<file path="config.mk">
export PLATFORM = sky130hd
export DESIGN_NAME = mtm_alu_deserializer
export DESIGN_NICKNAME = d
export VERILOG_FILES = /design/src/rtl/mtm_alu_deserializer.sv
export SDC_FILE = /design/constraint.sdc
export NUM_CORES = 1
export LEC_CHECK = 0
export BUFFER_PORTS_ARGS = -buffer_cell sky130_fd_sc_hd__buf_2
export CORE_MARGIN = 1
export CORE_UTILIZATION = 38
export CTS_CLUSTER_DIAMETER = 100
export DETAILED_ROUTE_END_ITERATION = 7
export PLACE_DENSITY = 0.56
export SETUP_SLACK_MARGIN = 0.02
export SYNTH_ARGS = -nofsm -noshare
export SYNTH_HDL_FRONTEND = slang
export SYNTH_SLANG_ARGS = --single-unit
export TNS_END_PERCENT = 10
</file>
<file path="constraint.sdc">
create_clock -name clk -period 9.06 [get_ports clk]
set_input_delay 0.453 -clock clk [delete_from_list [all_inputs] [get_ports clk]]
set_output_delay 0.453 -clock clk [all_outputs]
set_load 0.02 [all_outputs]
</file>
<file path="src/rtl/mtm_alu_deserializer.sv">
// mtm_alu_deserializer: serial packet receiver and frame checker.
// Assembles 8 DATA + 1 CMD packets and flags data/CRC/opcode errors.
module mtm_alu_deserializer (
  input  logic        clk,
  input  logic        rst,
  input  logic        sin,
  output logic [31:0] a_out,
  output logic [31:0] b_out,
  output logic [2:0]  op_out,
  output logic        data_valid,
  output logic [2:0]  err_flags,
  output logic        err_valid
);

  localparam logic [2:0] ERR_DATA = 3'b100;
  localparam logic [2:0] ERR_CRC  = 3'b010;
  localparam logic [2:0] ERR_OP   = 3'b001;

  typedef enum logic [1:0] {
    IDLE,
    SHIFT,
    STOP
  } state_t;

  state_t      state;
  state_t      state_nxt;
  logic [3:0]  bit_cnt;
  logic [8:0]  shreg;
  logic        armed;
  logic [63:0] opnd;
  logic [3:0]  dcnt;
  logic        drop;

  logic        pkt_cmd;
  logic [7:0]  payload;
  logic [2:0]  cmd_op;
  logic [3:0]  cmd_crc;
  logic [67:0] crc_msg;
  logic [3:0]  crc_calc;
  logic        op_ok;

  assign pkt_cmd = shreg[8];
  assign payload = shreg[7:0];
  assign cmd_op  = shreg[6:4];
  assign cmd_crc = shreg[3:0];
  assign crc_msg = {opnd, 1'b1, cmd_op};

  // Bit-level state register
  always_ff @(posedge clk) begin
    if (rst) state <= IDLE;
    else     state <= state_nxt;
  end

  // Bit-level next state: start, 9 shifted bits, stop
  always_comb begin
    state_nxt = state;
    unique case (state)
      IDLE:    if (armed && !sin) state_nxt = SHIFT;
      SHIFT:   if (bit_cnt == 4'd8) state_nxt = STOP;
      STOP:    state_nxt = IDLE;
      default: state_nxt = IDLE;
    endcase
  end

  // Shift type and payload bits, MSB first
  always_ff @(posedge clk) begin
    if (rst) begin
      bit_cnt <= '0;
      shreg   <= '0;
    end else begin
      unique case (state)
        SHIFT: begin
          shreg   <= {shreg[7:0], sin};
          bit_cnt <= bit_cnt + 4'd1;
        end
        default: bit_cnt <= '0;
      endcase
    end
  end

  // Arm on a high line; a bad stop bit disarms
  always_ff @(posedge clk) begin
    if (rst)                armed <= 1'b0;
    else if (state == STOP) armed <= sin;
    else if (sin)           armed <= 1'b1;
  end

  // CRC x^4+x+1 over {B, A, 1, op}, MSB first
  always_comb begin
    logic fb;
    fb       = 1'b0;
    crc_calc = '0;
    for (int i = 67; i >= 0; i--) begin
      fb       = crc_calc[3] ^ crc_msg[i];
      crc_calc = {crc_calc[2:0], 1'b0}
               ^ {2'b00, fb, fb};
    end
  end

  // Opcode legality
  always_comb begin
    op_ok = 1'b0;
    unique case (cmd_op)
      3'b000, 3'b001,
      3'b100, 3'b101: op_ok = 1'b1;
      default:        op_ok = 1'b0;
    endcase
  end

  // Frame tracking and registered result outputs
  always_ff @(posedge clk) begin
    if (rst) begin
      opnd       <= '0;
      dcnt       <= '0;
      drop       <= 1'b0;
      a_out      <= '0;
      b_out      <= '0;
      op_out     <= '0;
      data_valid <= 1'b0;
      err_flags  <= '0;
      err_valid  <= 1'b0;
    end else begin
      data_valid <= 1'b0;
      err_valid  <= 1'b0;
      if (state == STOP) begin
        if (!sin) begin
          if (!drop) begin
            err_valid <= 1'b1;
            err_flags <= ERR_DATA;
          end
          dcnt <= '0;
          drop <= 1'b0;
        end else if (!pkt_cmd) begin
          if (dcnt != 4'd8) begin
            opnd <= {opnd[55:0], payload};
            dcnt <= dcnt + 4'd1;
          end else begin
            err_valid <= 1'b1;
            err_flags <= ERR_DATA;
            drop      <= 1'b1;
          end
        end else if (drop) begin
          drop <= 1'b0;
          dcnt <= '0;
        end else begin
          dcnt <= '0;
          if (dcnt != 4'd8) begin
            err_valid <= 1'b1;
            err_flags <= ERR_DATA;
          end else if (crc_calc != cmd_crc) begin
            err_valid <= 1'b1;
            err_flags <= ERR_CRC;
          end else if (!op_ok) begin
            err_valid <= 1'b1;
            err_flags <= ERR_OP;
          end else begin
            data_valid <= 1'b1;
            b_out      <= opnd[63:32];
            a_out      <= opnd[31:0];
            op_out     <= cmd_op;
          end
        end
      end
    end
  end

endmodule

</file>
==> out/qor.csv <==
stage,metric,value,unit
final_layout,Inserted Diodes,0,
global_routing,largest net degree at the start of global routing,84,
floorplan,IO Count,75,
floorplan,die height,137,um
setup_path,CP Launch Type,flip-flop,
final_layout,P&R area growth vs syn,15.9,%
floorplan,row count,49,
detailed_routing,Vias/cell,4.94,
floorplan,Placeable Area,17900,um^2
final_layout,layout cell share with drive strength beyond 1,0.145,
synthesis,"Distinct cells, synth",36,
worst_hold_path,Hold Path Class,input port to flip-flop,
placement,placed cells,991,
sta,Max Slew Vio Count,0,
setup_path,"Req. time, crit path",9340,ps
placement,Final Wtd Congestion,0.799,
clock_tree,Sink Count,157,
power_and_ir_drop,Cell Pwr Density,176,nW/um^2
clock_tree,post-CTS setup buffers,0,
sta,worst rel slew slack,0.439,
clock_tree,htree depth,4,
detailed_routing,Post-Route WL,15800,um
synthesis,Post-Synthesis Cells,724,
clock_tree,clock transition at the registers of the reported paths,60,ps
detailed_routing,detailed-route DRC error count,0,
sta,clock period minus worst slack,5120,ps
run_status,status,"complete, no violations",
sta,setup TNS,0,ps
synthesis,Post-synth EDFFs,0,
global_routing,GRT overflow,0,
detailed_routing,Routed WL per cell,15.5,um
global_routing,first-pass GRT wire length,25300,um
power_and_ir_drop,VDD IR-drop max,0.132,mV
global_routing,gr usage total,0.178,
worst_hold_path,hold depth,3,
synthesis,register bit total from synthesis,157,
detailed_routing,via count,5051,
final_layout,# nets final,788,
global_routing,number of global-route vias before repair,4852,
detailed_routing,DRT iter0 DRCs,333,
sta,clk_skew,11.3,ps
power_and_ir_drop,Pleak,3.12,nW
synthesis,Syn Area/Cell,9.58,um^2
detailed_routing,ANT nets after route,0,
global_routing,initial antenna violation count,0,
synthesis,sequential fraction of the synthesis area,0.453,
synthesis,Syn Nets,731,
sta,"Hold Vio Cnt, Final",0,
synthesis,ys async rst share,0,
clock_tree,cts hold-fix bufs,0,
final_layout,filler-free cell count of the finished design,1023,
floorplan,Initial Util,0.388,
clock_tree,TritonCTS buffer count,17,
synthesis,Yosys warnings,0,
floorplan,Die Width,137,um
clock_tree,post_cts resized,0,
sta,RSZ-0062 raised after global routing,no,
clock_tree,worst skew pair latency,440,ps
clock_tree,TritonCTS clock tree,yes,
synthesis,Main synth FF type,dfxtp_1,
job,maxcap violations,0,
floorplan,die area,18800,um^2
sta,final setup fails,0,
sta,Worst-Margin Slew,842,ps
synthesis,Mapped Area,6940,um^2
setup_path,Worst setup EP type,flip-flop,
sta,final worst path period share,0.565,
setup_path,critical path class,flip-flop to flip-flop,
placement,Buffers on Ports,74,
placement,Post-DP HPWL,10800,um
setup_path,crit path DAT,5390,ps
setup_path,maximum fanout along the worst path,50,
clock_tree,clock buffer depth,2,
setup_path,Worst Reg-to-Reg Cells,11,
detailed_routing,Detailed Routing Iterations Pass 1,6,
clock_tree,root buf cell,clkbuf_16,
sta,fmax,0.195,GHz
[sequential cells by signal, summed over array words and instances, names as in the netlist]
| name | cells |
|---|---|
| opnd | 64 |
| b_out | 32 |
| op_out | 3 |
| state | 2 |
| drop | 1 |
| err_flags | 3 |
| bit_cnt | 4 |
| shreg | 9 |
| armed | 1 |
| err_valid | 1 |
| data_valid | 1 |
| dcnt | 4 |
| a_out | 32 |
[per-stage QoR]
| stage | worst slack, ps | util | instance area, um^2 | hold WS, ps | power [W] |
|---|---|---|---|---|---|
| after floorplan | 5360 | - | 6940 | 430 | 0.000721 |
| after global placement | 4120 | 0.416 | 7450 | 439 | 0.000724 |
| after detailed placement | 4000 | 0.416 | 7450 | 452 | 0.000725 |
| after CTS | 3930 | 0.449 | 8040 | 296 | 0.00143 |
| after global routing | 3690 | 0.449 | 8040 | 309 | 0.00146 |
| final | 3940 | 0.449 | 8040 | 324 | 0.00142 |
[cell families after synthesis]
kind of cell / Yosys count / share of synthesized area
adder cells (fa/ha/maj): 4 / 0.00721
multiplexers: 67 / 0.0966
AND/OR/NAND/NOR: 258 / 0.148
AO/OA/AOI/OAI: 96 / 0.0739
buffers and inverters: 47 / 0.0308
flip-flops: 157 / 0.453
XOR/XNOR: 95 / 0.191
[placed cells by master (no fill, tap or decap), types with 2 or more instances in the layout]
master	count
o21ai_0	4
a211oi_1	2
nor3b_1	2
xor2_1	13
ha_1	4
xnor3_1	28
nor2b_1	4
nand2b_1	4
clkbuf_16	17
buf_2	73
dfxtp_1	157
a21oi_1	82
nor3_1	3
xor3_1	6
xnor2_2	2
inv_6	4
xnor2_1	46
buf_4	5
nand3b_1	2
nor2_1	83
mux2i_1	67
inv_1	7
clkinvlp_4	5
clkinv_4	3
or3_1	2
nand2_1	149
nand3_1	4
bufinv_16	2
[layer usage]
metal,global-route usage,wire [um]
met3,0.0389,596
met5,0,0
met1,0.217,7080
met2,0.299,7820
met4,0.0769,326
[synth_stat cells, drive strengths merged, types with 5 or more instances]
cell    count  area, um^2
dfxtp     157        3140
nand2     149         559
nor2       84         315
a21oi      83         427
mux2i      67         671
xnor2      48         435
clkbuf     32         120
xnor3      28         631
xor2       13         114
buf         8        67.6
inv         7        26.3
xor3        6         143
nand3       5        25.0
o21ai       5        25.0
[report_power, final]
| group | leakage, nW | switching, W | internal (W) | total [W] |
|---|---|---|---|---|
| clock | 0.270 | 0.000297 | 0.000409 | 0.000706 |
| combinational | 1.59 | 0.0000144 | 0.00000260 | 0.0000170 |
| sequential | 1.26 | 0.00000113 | 0.000691 | 0.000692 |
[worst max-delay path, stage by stage (launching register included)]
cell and delay [ps]:
dfxtp_1 430, xnor3_1 510, xnor2_2 200, xnor2_1 380, xnor3_1 530, xnor3_1 410, or3_1 320, a211o_1 340
a21oi_4 630, buf_4 760, mux2i_1 290, nor2_1 70
[area by class of cell]
type | count | area (um^2)
clock buffer | 18 | 429
clock inverter | 14 | 159
multi-input combinational | 520 | 3590
sequential | 157 | 3140
fill | 1734 | 9860
tap | 229 | 287
timing repair buffer | 78 | 403
inverter | 7 | 26.3
[worst paths after layout]
kind / slack (ps) / start / end
setup / recovery: 3940 / opnd[31]$_SDFFE_PP0P_ / a_out[11]$_SDFFE_PP0P_
hold / removal: 320 / sin / shreg[0]$_SDFFE_PP0N_
setup reg to reg: 3940 / opnd[31]$_SDFFE_PP0P_ / a_out[11]$_SDFFE_PP0P_
hold reg to reg: 470 / bit_cnt[0]$_SDFF_PP0_ / bit_cnt[0]$_SDFF_PP0_
(Power assumes the default switching activity.)
